<file path="src/rtl/vga_pattern_sequencer_if.sv">
// Control and VGA DAC-side signals of the test-pattern sequencer.
// The slave modport is the sequencer's view; master is the driving/monitoring side.
interface vga_pattern_sequencer_if;
  logic       iAUTO;
  logic       iNEXT;
  logic [9:0] oRed;
  logic [9:0] oGreen;
  logic [9:0] oBlue;
  logic       oVGA_HS;
  logic       oVGA_VS;
  logic       oVGA_BLANK;
  logic [9:0] oVGA_X;
  logic [9:0] oVGA_Y;
  logic       oFRAME_START;
  logic [1:0] oPAT;

  modport master (
    output iAUTO, iNEXT,
    input  oRed, oGreen, oBlue, oVGA_HS, oVGA_VS, oVGA_BLANK,
    input  oVGA_X, oVGA_Y, oFRAME_START, oPAT
  );

  modport slave (
    input  iAUTO, iNEXT,
    output oRed, oGreen, oBlue, oVGA_HS, oVGA_VS, oVGA_BLANK,
    output oVGA_X, oVGA_Y, oFRAME_START, oPAT
  );
endinterface

</file>
<file path="src/rtl/vga_pattern_sequencer.sv">
// 640x480@60 raster generator with four test patterns switched only at frame boundaries.
// Optional white one-pixel border around the active area: define VGA_PATTERN_BORDER_EN.
module vga_pattern_sequencer #(
  parameter int DWELL_FRAMES = 120,
  parameter int H_ACT  = 640,
  parameter int H_FP   = 16,
  parameter int H_SYNC = 96,
  parameter int H_BP   = 48,
  parameter int V_ACT  = 480,
  parameter int V_FP   = 10,
  parameter int V_SYNC = 2,
  parameter int V_BP   = 33
) (
  input  logic                    iVGA_CLK,
  input  logic                    iRST,
  vga_pattern_sequencer_if.slave  vga
);

  localparam logic [9:0]  H_ACT_L    = 10'(H_ACT);
  localparam logic [9:0]  V_ACT_L    = 10'(V_ACT);
  localparam logic [9:0]  H_LAST     = 10'(H_ACT + H_FP + H_SYNC + H_BP - 1);
  localparam logic [9:0]  V_LAST     = 10'(V_ACT + V_FP + V_SYNC + V_BP - 1);
  localparam logic [9:0]  HS_START   = 10'(H_ACT + H_FP);
  localparam logic [9:0]  HS_END     = 10'(H_ACT + H_FP + H_SYNC);
  localparam logic [9:0]  VS_START   = 10'(V_ACT + V_FP);
  localparam logic [9:0]  VS_END     = 10'(V_ACT + V_FP + V_SYNC);
  localparam logic [11:0] DWELL_LAST = 12'(DWELL_FRAMES - 1);
  localparam logic [9:0]  FULL       = 10'd1023;

  typedef enum logic {IDLE_MANUAL = 1'b0, AUTO = 1'b1} sched_state_t;

  sched_state_t state, state_next;
  logic [9:0]   h, v;
  logic [1:0]   pat, pat_next;
  logic         pending, pending_next;
  logic [11:0]  dwell, dwell_next;
  logic         frame_end, expire, advance;
  logic         active;
  logic [2:0]   bar_idx;
  logic [9:0]   red, green, blue;

  assign frame_end = (h == H_LAST) && (v == V_LAST);
  assign active    = (h < H_ACT_L) && (v < V_ACT_L);
  assign bar_idx   = 3'(h / 10'd80);

  // NOTE: state registers use non-blocking assignments so every flop samples pre-edge values.
  always_ff @(posedge iVGA_CLK) begin
    if (iRST) begin
      h <= '0;
      v <= '0;
    end else if (h == H_LAST) begin
      h <= '0;
      v <= (v == V_LAST) ? '0 : v + 10'd1;
    end else begin
      h <= h + 10'd1;
    end
  end

  always_ff @(posedge iVGA_CLK) begin
    if (iRST) begin
      state   <= IDLE_MANUAL;
      pat     <= '0;
      pending <= 1'b0;
      dwell   <= '0;
    end else begin
      state   <= state_next;
      pat     <= pat_next;
      pending <= pending_next;
      dwell   <= dwell_next;
    end
  end

  // NOTE: every output of this block gets a default first, so no path can infer a latch.
  always_comb begin
    state_next   = vga.iAUTO ? AUTO : IDLE_MANUAL;
    pat_next     = pat;
    pending_next = pending | vga.iNEXT;
    dwell_next   = dwell;
    expire       = (state == AUTO) && (dwell == DWELL_LAST);
    advance      = 1'b0;

    if (frame_end) begin
      // A request landing on the boundary cycle is consumed here, never carried over.
      advance      = pending | vga.iNEXT | expire;
      pending_next = 1'b0;
      if (state == AUTO) dwell_next = dwell + 12'd1;
    end

    if (advance) pat_next = pat + 2'd1;
    if (advance || state_next == IDLE_MANUAL) dwell_next = '0;
  end

  always_comb begin
    red   = '0;
    green = '0;
    blue  = '0;
    if (active) begin
      unique case (pat)
        2'd0: red = 10'd512;
        2'd1: begin
          red   = {10{bar_idx[2]}};
          green = {10{bar_idx[1]}};
          blue  = {10{bar_idx[0]}};
        end
        2'd2: begin
          red   = {10{h[5] ^ v[5]}};
          green = red;
          blue  = red;
        end
        default: begin
          red   = h;
          green = v;
          blue  = FULL - h;
        end
      endcase
`ifdef VGA_PATTERN_BORDER_EN
      if (h == '0 || h == H_ACT_L - 10'd1 || v == '0 || v == V_ACT_L - 10'd1) begin
        red   = FULL;
        green = FULL;
        blue  = FULL;
      end
`endif
    end
  end

  // Everything leaves through one register stage so RGB, syncs and coordinates stay aligned.
  always_ff @(posedge iVGA_CLK) begin
    if (iRST) begin
      vga.oRed         <= '0;
      vga.oGreen       <= '0;
      vga.oBlue        <= '0;
      vga.oVGA_HS      <= 1'b1;
      vga.oVGA_VS      <= 1'b1;
      vga.oVGA_BLANK   <= 1'b1;
      vga.oVGA_X       <= '0;
      vga.oVGA_Y       <= '0;
      vga.oFRAME_START <= 1'b0;
      vga.oPAT         <= '0;
    end else begin
      vga.oRed         <= red;
      vga.oGreen       <= green;
      vga.oBlue        <= blue;
      vga.oVGA_HS      <= !((h >= HS_START) && (h < HS_END));
      vga.oVGA_VS      <= !((v >= VS_START) && (v < VS_END));
      vga.oVGA_BLANK   <= !active;
      vga.oVGA_X       <= h;
      vga.oVGA_Y       <= v;
      vga.oFRAME_START <= (h == '0) && (v == '0);
      vga.oPAT         <= pat;
    end
  end

endmodule

</file>
<file path="src/flat_wrapper.sv">
// flat-port wrapper written by rule: the top's interface ports become plain ports
module vga_pattern_sequencer_flat 
#(
  parameter int DWELL_FRAMES = 120,
  parameter int H_ACT  = 640,
  parameter int H_FP   = 16,
  parameter int H_SYNC = 96,
  parameter int H_BP   = 48,
  parameter int V_ACT  = 480,
  parameter int V_FP   = 10,
  parameter int V_SYNC = 2,
  parameter int V_BP   = 33
)
  (iVGA_CLK, iRST, vga_iAUTO, vga_iNEXT, vga_oRed, vga_oGreen, vga_oBlue, vga_oVGA_HS, vga_oVGA_VS, vga_oVGA_BLANK, vga_oVGA_X, vga_oVGA_Y, vga_oFRAME_START, vga_oPAT);
  vga_pattern_sequencer_if vga_i ();
  input  logic iVGA_CLK;
  input  logic iRST;
  input wire logic [$bits(vga_i.iAUTO)-1:0] vga_iAUTO;
  input wire logic [$bits(vga_i.iNEXT)-1:0] vga_iNEXT;
  output wire logic [$bits(vga_i.oRed)-1:0] vga_oRed;
  output wire logic [$bits(vga_i.oGreen)-1:0] vga_oGreen;
  output wire logic [$bits(vga_i.oBlue)-1:0] vga_oBlue;
  output wire logic [$bits(vga_i.oVGA_HS)-1:0] vga_oVGA_HS;
  output wire logic [$bits(vga_i.oVGA_VS)-1:0] vga_oVGA_VS;
  output wire logic [$bits(vga_i.oVGA_BLANK)-1:0] vga_oVGA_BLANK;
  output wire logic [$bits(vga_i.oVGA_X)-1:0] vga_oVGA_X;
  output wire logic [$bits(vga_i.oVGA_Y)-1:0] vga_oVGA_Y;
  output wire logic [$bits(vga_i.oFRAME_START)-1:0] vga_oFRAME_START;
  output wire logic [$bits(vga_i.oPAT)-1:0] vga_oPAT;
  assign vga_i.iAUTO = vga_iAUTO;
  assign vga_i.iNEXT = vga_iNEXT;
  assign vga_oRed = vga_i.oRed;
  assign vga_oGreen = vga_i.oGreen;
  assign vga_oBlue = vga_i.oBlue;
  assign vga_oVGA_HS = vga_i.oVGA_HS;
  assign vga_oVGA_VS = vga_i.oVGA_VS;
  assign vga_oVGA_BLANK = vga_i.oVGA_BLANK;
  assign vga_oVGA_X = vga_i.oVGA_X;
  assign vga_oVGA_Y = vga_i.oVGA_Y;
  assign vga_oFRAME_START = vga_i.oFRAME_START;
  assign vga_oPAT = vga_i.oPAT;
  vga_pattern_sequencer #(.DWELL_FRAMES(DWELL_FRAMES), .H_ACT(H_ACT), .H_FP(H_FP), .H_SYNC(H_SYNC), .H_BP(H_BP), .V_ACT(V_ACT), .V_FP(V_FP), .V_SYNC(V_SYNC), .V_BP(V_BP)) u_core (.iVGA_CLK(iVGA_CLK), .iRST(iRST), .vga(vga_i));
endmodule
</file>
<file path="config.mk">
export PLATFORM = sky130hd
export DESIGN_NAME = vga_pattern_sequencer_flat
export DESIGN_NICKNAME = d
export VERILOG_FILES = /design/src/rtl/vga_pattern_sequencer_if.sv /design/src/rtl/vga_pattern_sequencer.sv /design/src/flat_wrapper.sv
export SDC_FILE = /design/constraint.sdc
export NUM_CORES = 1
export LEC_CHECK = 0
export BUFFER_PORTS_ARGS = -buffer_cell sky130_fd_sc_hd__buf_4
export CORE_MARGIN = 2
export CORE_UTILIZATION = 40
export DETAILED_ROUTE_END_ITERATION = 8
export PLACE_DENSITY = 0.65
export RECOVER_POWER = 25
export SETUP_SLACK_MARGIN = 0.5
export SLEW_MARGIN = 20
export SYNTH_ARGS = -nofsm -noshare
export SYNTH_HDL_FRONTEND = slang
export SYNTH_SLANG_ARGS = --single-unit
</file>
<file path="constraint.sdc">
create_clock -name iVGA_CLK -period 4.1 [get_ports iVGA_CLK]
set_input_delay 0.205 -clock iVGA_CLK [delete_from_list [all_inputs] [get_ports iVGA_CLK]]
set_output_delay 0.205 -clock iVGA_CLK [all_outputs]
set_load 0.01 [all_outputs]
</file>
==> results.py <==
metrics = {
    "timing": {
        "worst_clock_skew_ns": 0.0112,
        "slew_violations": 0,
        "finalWorstPathRequiredPeriod_ns": 2.39,
        "setup_viol_count_final": 0,
        "max_slew.worst_pin.slew_ns": 1.49,
        "hold_viol_final": 0,
        "timing.slew.headroom_pct": 0.577,
        "fmax_ghz": 0.419,
        "final.period_utilization_pct": 58.3,
        "setup_repair_after_global_routing_missed_its_margin": "no",
        "final.setup.tns_ns": 0,
    },
    "cells_and_area": {
        "finish.net_count": 460,
        "insertedDiodeCount": 0,
        "area_of_all_placed_cells_without_fillers_um2": 4340,
        "layout-drive-gt1-share_pct": 14.8,
        "filler_cell_count": 881,
        "stdcell_count": 563,
        "flow.area_growth_from_synthesis_pct": 15.4,
    },
    "yosys": {
        "yosys-top-cells-area": "dfxtp_1 49%, nor2_1 5.1%, a21oi_1 3.5%",
        "dominantRegCellSynth": "dfxtp_1",
        "syn_area_per_cell_um2": 9.29,
        "synth_async_sr_flop_share_pct": 0,
        "ys_types": 55,
        "synth.ff_latch_count": 92,
        "synth_edf_count": 0,
        "net_count_after_synthesis": 418,
        "synth_area_leader_cell": "dfxtp_1",
        "ys_warn_count": 0,
        "syn-cell-area_um2": 3760,
        "synth-seq-area-share_pct": 48.9,
        "area_share_of_the_leading_cell_type_in_the_synthesized_netlist_pct": 48.9,
        "syn_inst": 405,
    },
    "route": {
        "drc": 0,
        "antenna_left": 0,
        "drt_via_density": 5.23,
        "detail_route.iter0.violations": 116,
        "vias_after_detailed_routing": 2947,
        "drt_first_pass_iters": 4,
        "wl_um": 7980,
        "avgRoutedWirePerCell_um": 14.2,
    },
    "grt": {
        "global_route.usage.total_pct": 16.5,
        "globalRouteMet3Util_pct": 4.37,
        "grt.overflow.total": 0,
        "grt_start_max_net_pins": 33,
        "wire_length_of_the_first_global_routing_pass_um": 13400,
        "gr-usage-met1_pct": 21.4,
        "antenna_violations_before_repair": 0,
        "first_global_vias": 2870,
        "gr-max-usage-layer": "met2",
        "grt.met2_usage_pct": 26.4,
    },
    "power_and_ir_drop": {
        "sw_frac_of_total_pct": 21.7,
        "p_int_mw": 1.22,
        "comb_power_share_pct": 2.9,
        "power.share.sequential_pct": 58.3,
        "p_clk_share_pct": 38.7,
        "powerDensity_nw_per_um2": 358,
        "ir_drop_uv": 148,
        "power.static_leakage_nw": 1.68,
        "totalPowerFinal_mw": 1.55,
        "power.net_switching_mw": 0.337,
    },
    "setup_path": {
        "required_ns": 4.39,
        "end_kind": "flip-flop",
        "highest_fanout_seen_on_the_critical_path": 16,
        "timing.critical_path.slowest_stage_cell": "dfxtp_1",
        "critical_path.startpoint_type": "flip-flop",
        "crit_family": "simple AND/OR/NAND/NOR gates",
        "critical_path_buf_inv_count": 0,
        "regToRegSetupSlack_ns": 1.71,
        "timing_worst_setup_path_type": "reg2reg",
        "worst_ep_arrival_time_ns": 2.68,
        "timing.critical_path.slowest_cell_delay_ns": 0.68,
        "crit_path_cell_trace": "nor4b_4 -> nand4_1 -> or4_1 -> a21oi_1",
    },
    "cts": {
        "cts_resized": 0,
        "tritoncts": "done",
        "hold_buffers": 0,
        "cts.repair_timing.setup_buffer_count": 0,
        "clock_network_latency_to_the_later_pin_of_the_worst_skew_pair_ns": 0.36,
        "numClockSinks": 92,
        "cts_htree_levels": 3,
        "cts_max_path_buffers": 2,
        "inserted_clock_buffers": 9,
        "clk_pin_slew_worst_paths_ns": 0.09,
        "root_buffer": "clkbuf_8",
    },
    "placement": {
        "hpwl_after_dpl_um": 5340,
        "dpl_cell_area_um2": 4220,
        "gpl.final_weighted_congestion": 0.832,
        "io_buffer_count": 59,
        "placed_cells_incl_taps": 547,
    },
    "flow_run": {
        "drv_cap": 1,
    },
    "floorplan": {
        "initial_core_util_pct": 40.9,
        "chipHeight_um": 101,
        "die-width_um": 101,
        "core_area_um2": 9200,
        "num_rows": 35,
        "floorplan.die_area_um2": 10200,
        "i_o_pin_cnt": 60,
    },
    "hold_path": {
        "hp_class": "in2reg",
    },
    "outcome": {
        "violated_checks": "max-capacitance violations",
        "status": "finished, violations left",
    },
}
-- layer usage --
metal	part of all wire, %	wire, µm
met3	3.7	294
met5	0	0
met4	1.7	137
met2	47	3780
met1	47	3770
-- per-stage QoR --
step	setup slack (ns)	utilization [%]	hold slack, ns
floorplan	2.25	-	0.391
global placement	1.83	45.9	0.478
detailed placement	1.74	45.9	0.495
CTS	1.71	48.0	0.147
global route	1.47	47.2	0.191
finish	1.71	47.2	0.162
-- flip-flops by register name, summed over array words and instances, names as in the netlist --
register                 count
u_core.dwell                12
u_core.h                    10
u_core.v                    10
u_core.vga.oBlue            10
u_core.vga.oGreen           10
u_core.vga.oRed             10
u_core.vga.oVGA_X           10
u_core.vga.oVGA_Y           10
u_core.pat                   2
u_core.vga.oPAT              2
u_core.pending               1
u_core.state                 1
u_core.vga.oFRAME_START      1
u_core.vga.oVGA_BLANK        1
u_core.vga.oVGA_HS           1
u_core.vga.oVGA_VS           1
-- Yosys cell counts, types with 2 or more instances --
| library cell | number |
|---|---|
| a2111oi_0 | 10 |
| a211oi_1 | 4 |
| a21o_1 | 4 |
| a21oi_1 | 26 |
| a22o_1 | 3 |
| a31oi_1 | 5 |
| and3_1 | 9 |
| and3_2 | 2 |
| buf_1 | 2 |
| buf_2 | 9 |
| clkbuf_1 | 15 |
| dfxtp_1 | 92 |
| ha_1 | 9 |
| inv_1 | 20 |
| maj3_1 | 2 |
| mux2i_1 | 2 |
| nand2_1 | 14 |
| nand2b_1 | 3 |
| nand3_1 | 11 |
| nand3b_1 | 2 |
| nand4_1 | 11 |
| nand4b_1 | 2 |
| nor2_1 | 51 |
| nor2b_1 | 15 |
| nor3_1 | 16 |
| nor4_4 | 2 |
| o21ai_0 | 14 |
| or2_2 | 3 |
| or4_1 | 3 |
| xnor2_1 | 14 |
| xor2_1 | 6 |
-- power groups by stage --
stage / Combinational (mW) / Clock [mW] / Sequential, mW
2_1_floorplan: 0.0336 / 0 / 0.926
3_3_place_gp: 0.0467 / 0 / 0.928
3_5_place_dp: 0.0478 / 0 / 0.928
4_1_cts: 0.0480 / 0.620 / 0.907
5_1_grt: 0.0521 / 0.654 / 0.908
6_report: 0.0458 / 0.602 / 0.907
-- worst register-to-register path: cells and delay by family, from the launching register on --
family / cells / cell delay [ns]
AOI/OAI and AO/OA: 1 / 0.15
and+or+nand+nor: 3 / 1.50
DFF: 1 / 0.68
-- kinds of logic (layout without fill, tap and decap cells) --
group | after synthesis | after routing | synth area share, %
AO/OA/AOI/OAI | 74 | 74 | 13.1
buffers and inverters | 49 | 96 | 5.52
adder cells (fa/ha/maj) | 11 | 11 | 3.52
AND/OR/NAND/NOR | 157 | 157 | 23.7
multiplexers | 2 | 2 | 0.532
XOR/XNOR | 20 | 20 | 4.65
flip-flops | 92 | 92 | 48.9
-- final timing paths --
kind                                         end             start  cells after the start
worst max-delay path             u_core.dwell[9]       u_core.h[9]                      4
worst min-delay path              u_core.pending         vga_iNEXT                      3
worst max register to register   u_core.dwell[9]       u_core.h[9]                      4
worst min register to register  u_core.dwell[11]  u_core.dwell[11]                      2
-- cell usage in the layout, fill, tap and decap left out, drive strengths merged, types with 2 or more instances in the layout --
| cell | synthesis | routed |
|---|---|---|
| a2111oi | 10 | 10 |
| a211oi | 4 | 4 |
| a21o | 4 | 4 |
| a21oi | 27 | 27 |
| a22o | 3 | 3 |
| a31oi | 5 | 5 |
| and3 | 11 | 11 |
| buf | 13 | 41 |
| clkbuf | 16 | 32 |
| dfxtp | 92 | 92 |
| ha | 9 | 9 |
| inv | 20 | 20 |
| maj3 | 2 | 2 |
| mux2i | 2 | 2 |
| nand2 | 14 | 14 |
| nand2b | 3 | 3 |
| nand3 | 12 | 12 |
| nand3b | 2 | 2 |
| nand4 | 11 | 11 |
| nand4b | 2 | 2 |
| nor2 | 51 | 51 |
| nor2b | 15 | 15 |
| nor3 | 16 | 16 |
| nor4 | 3 | 3 |
| nor4b | 2 | 2 |
| o21ai | 14 | 14 |
| or2 | 3 | 3 |
| or4 | 3 | 3 |
| or4b | 2 | 2 |
| xnor2 | 14 | 14 |
| xor2 | 6 | 6 |
-- final cells by class --
class / count / area (µm²) / area share [%]
Sequential cell: 92 / 1840 / 42.4
Multi-Input combinational cell: 264 / 1710 / 39.5
Timing Repair Buffer: 60 / 379 / 8.73
Clock buffer: 13 / 149 / 3.43
Tap cell: 111 / 139 / 3.20
Inverter: 20 / 75.1 / 1.73
Clock inverter: 3 / 46.3 / 1.07
Note: power is estimated with default switching activity, not from simulation.
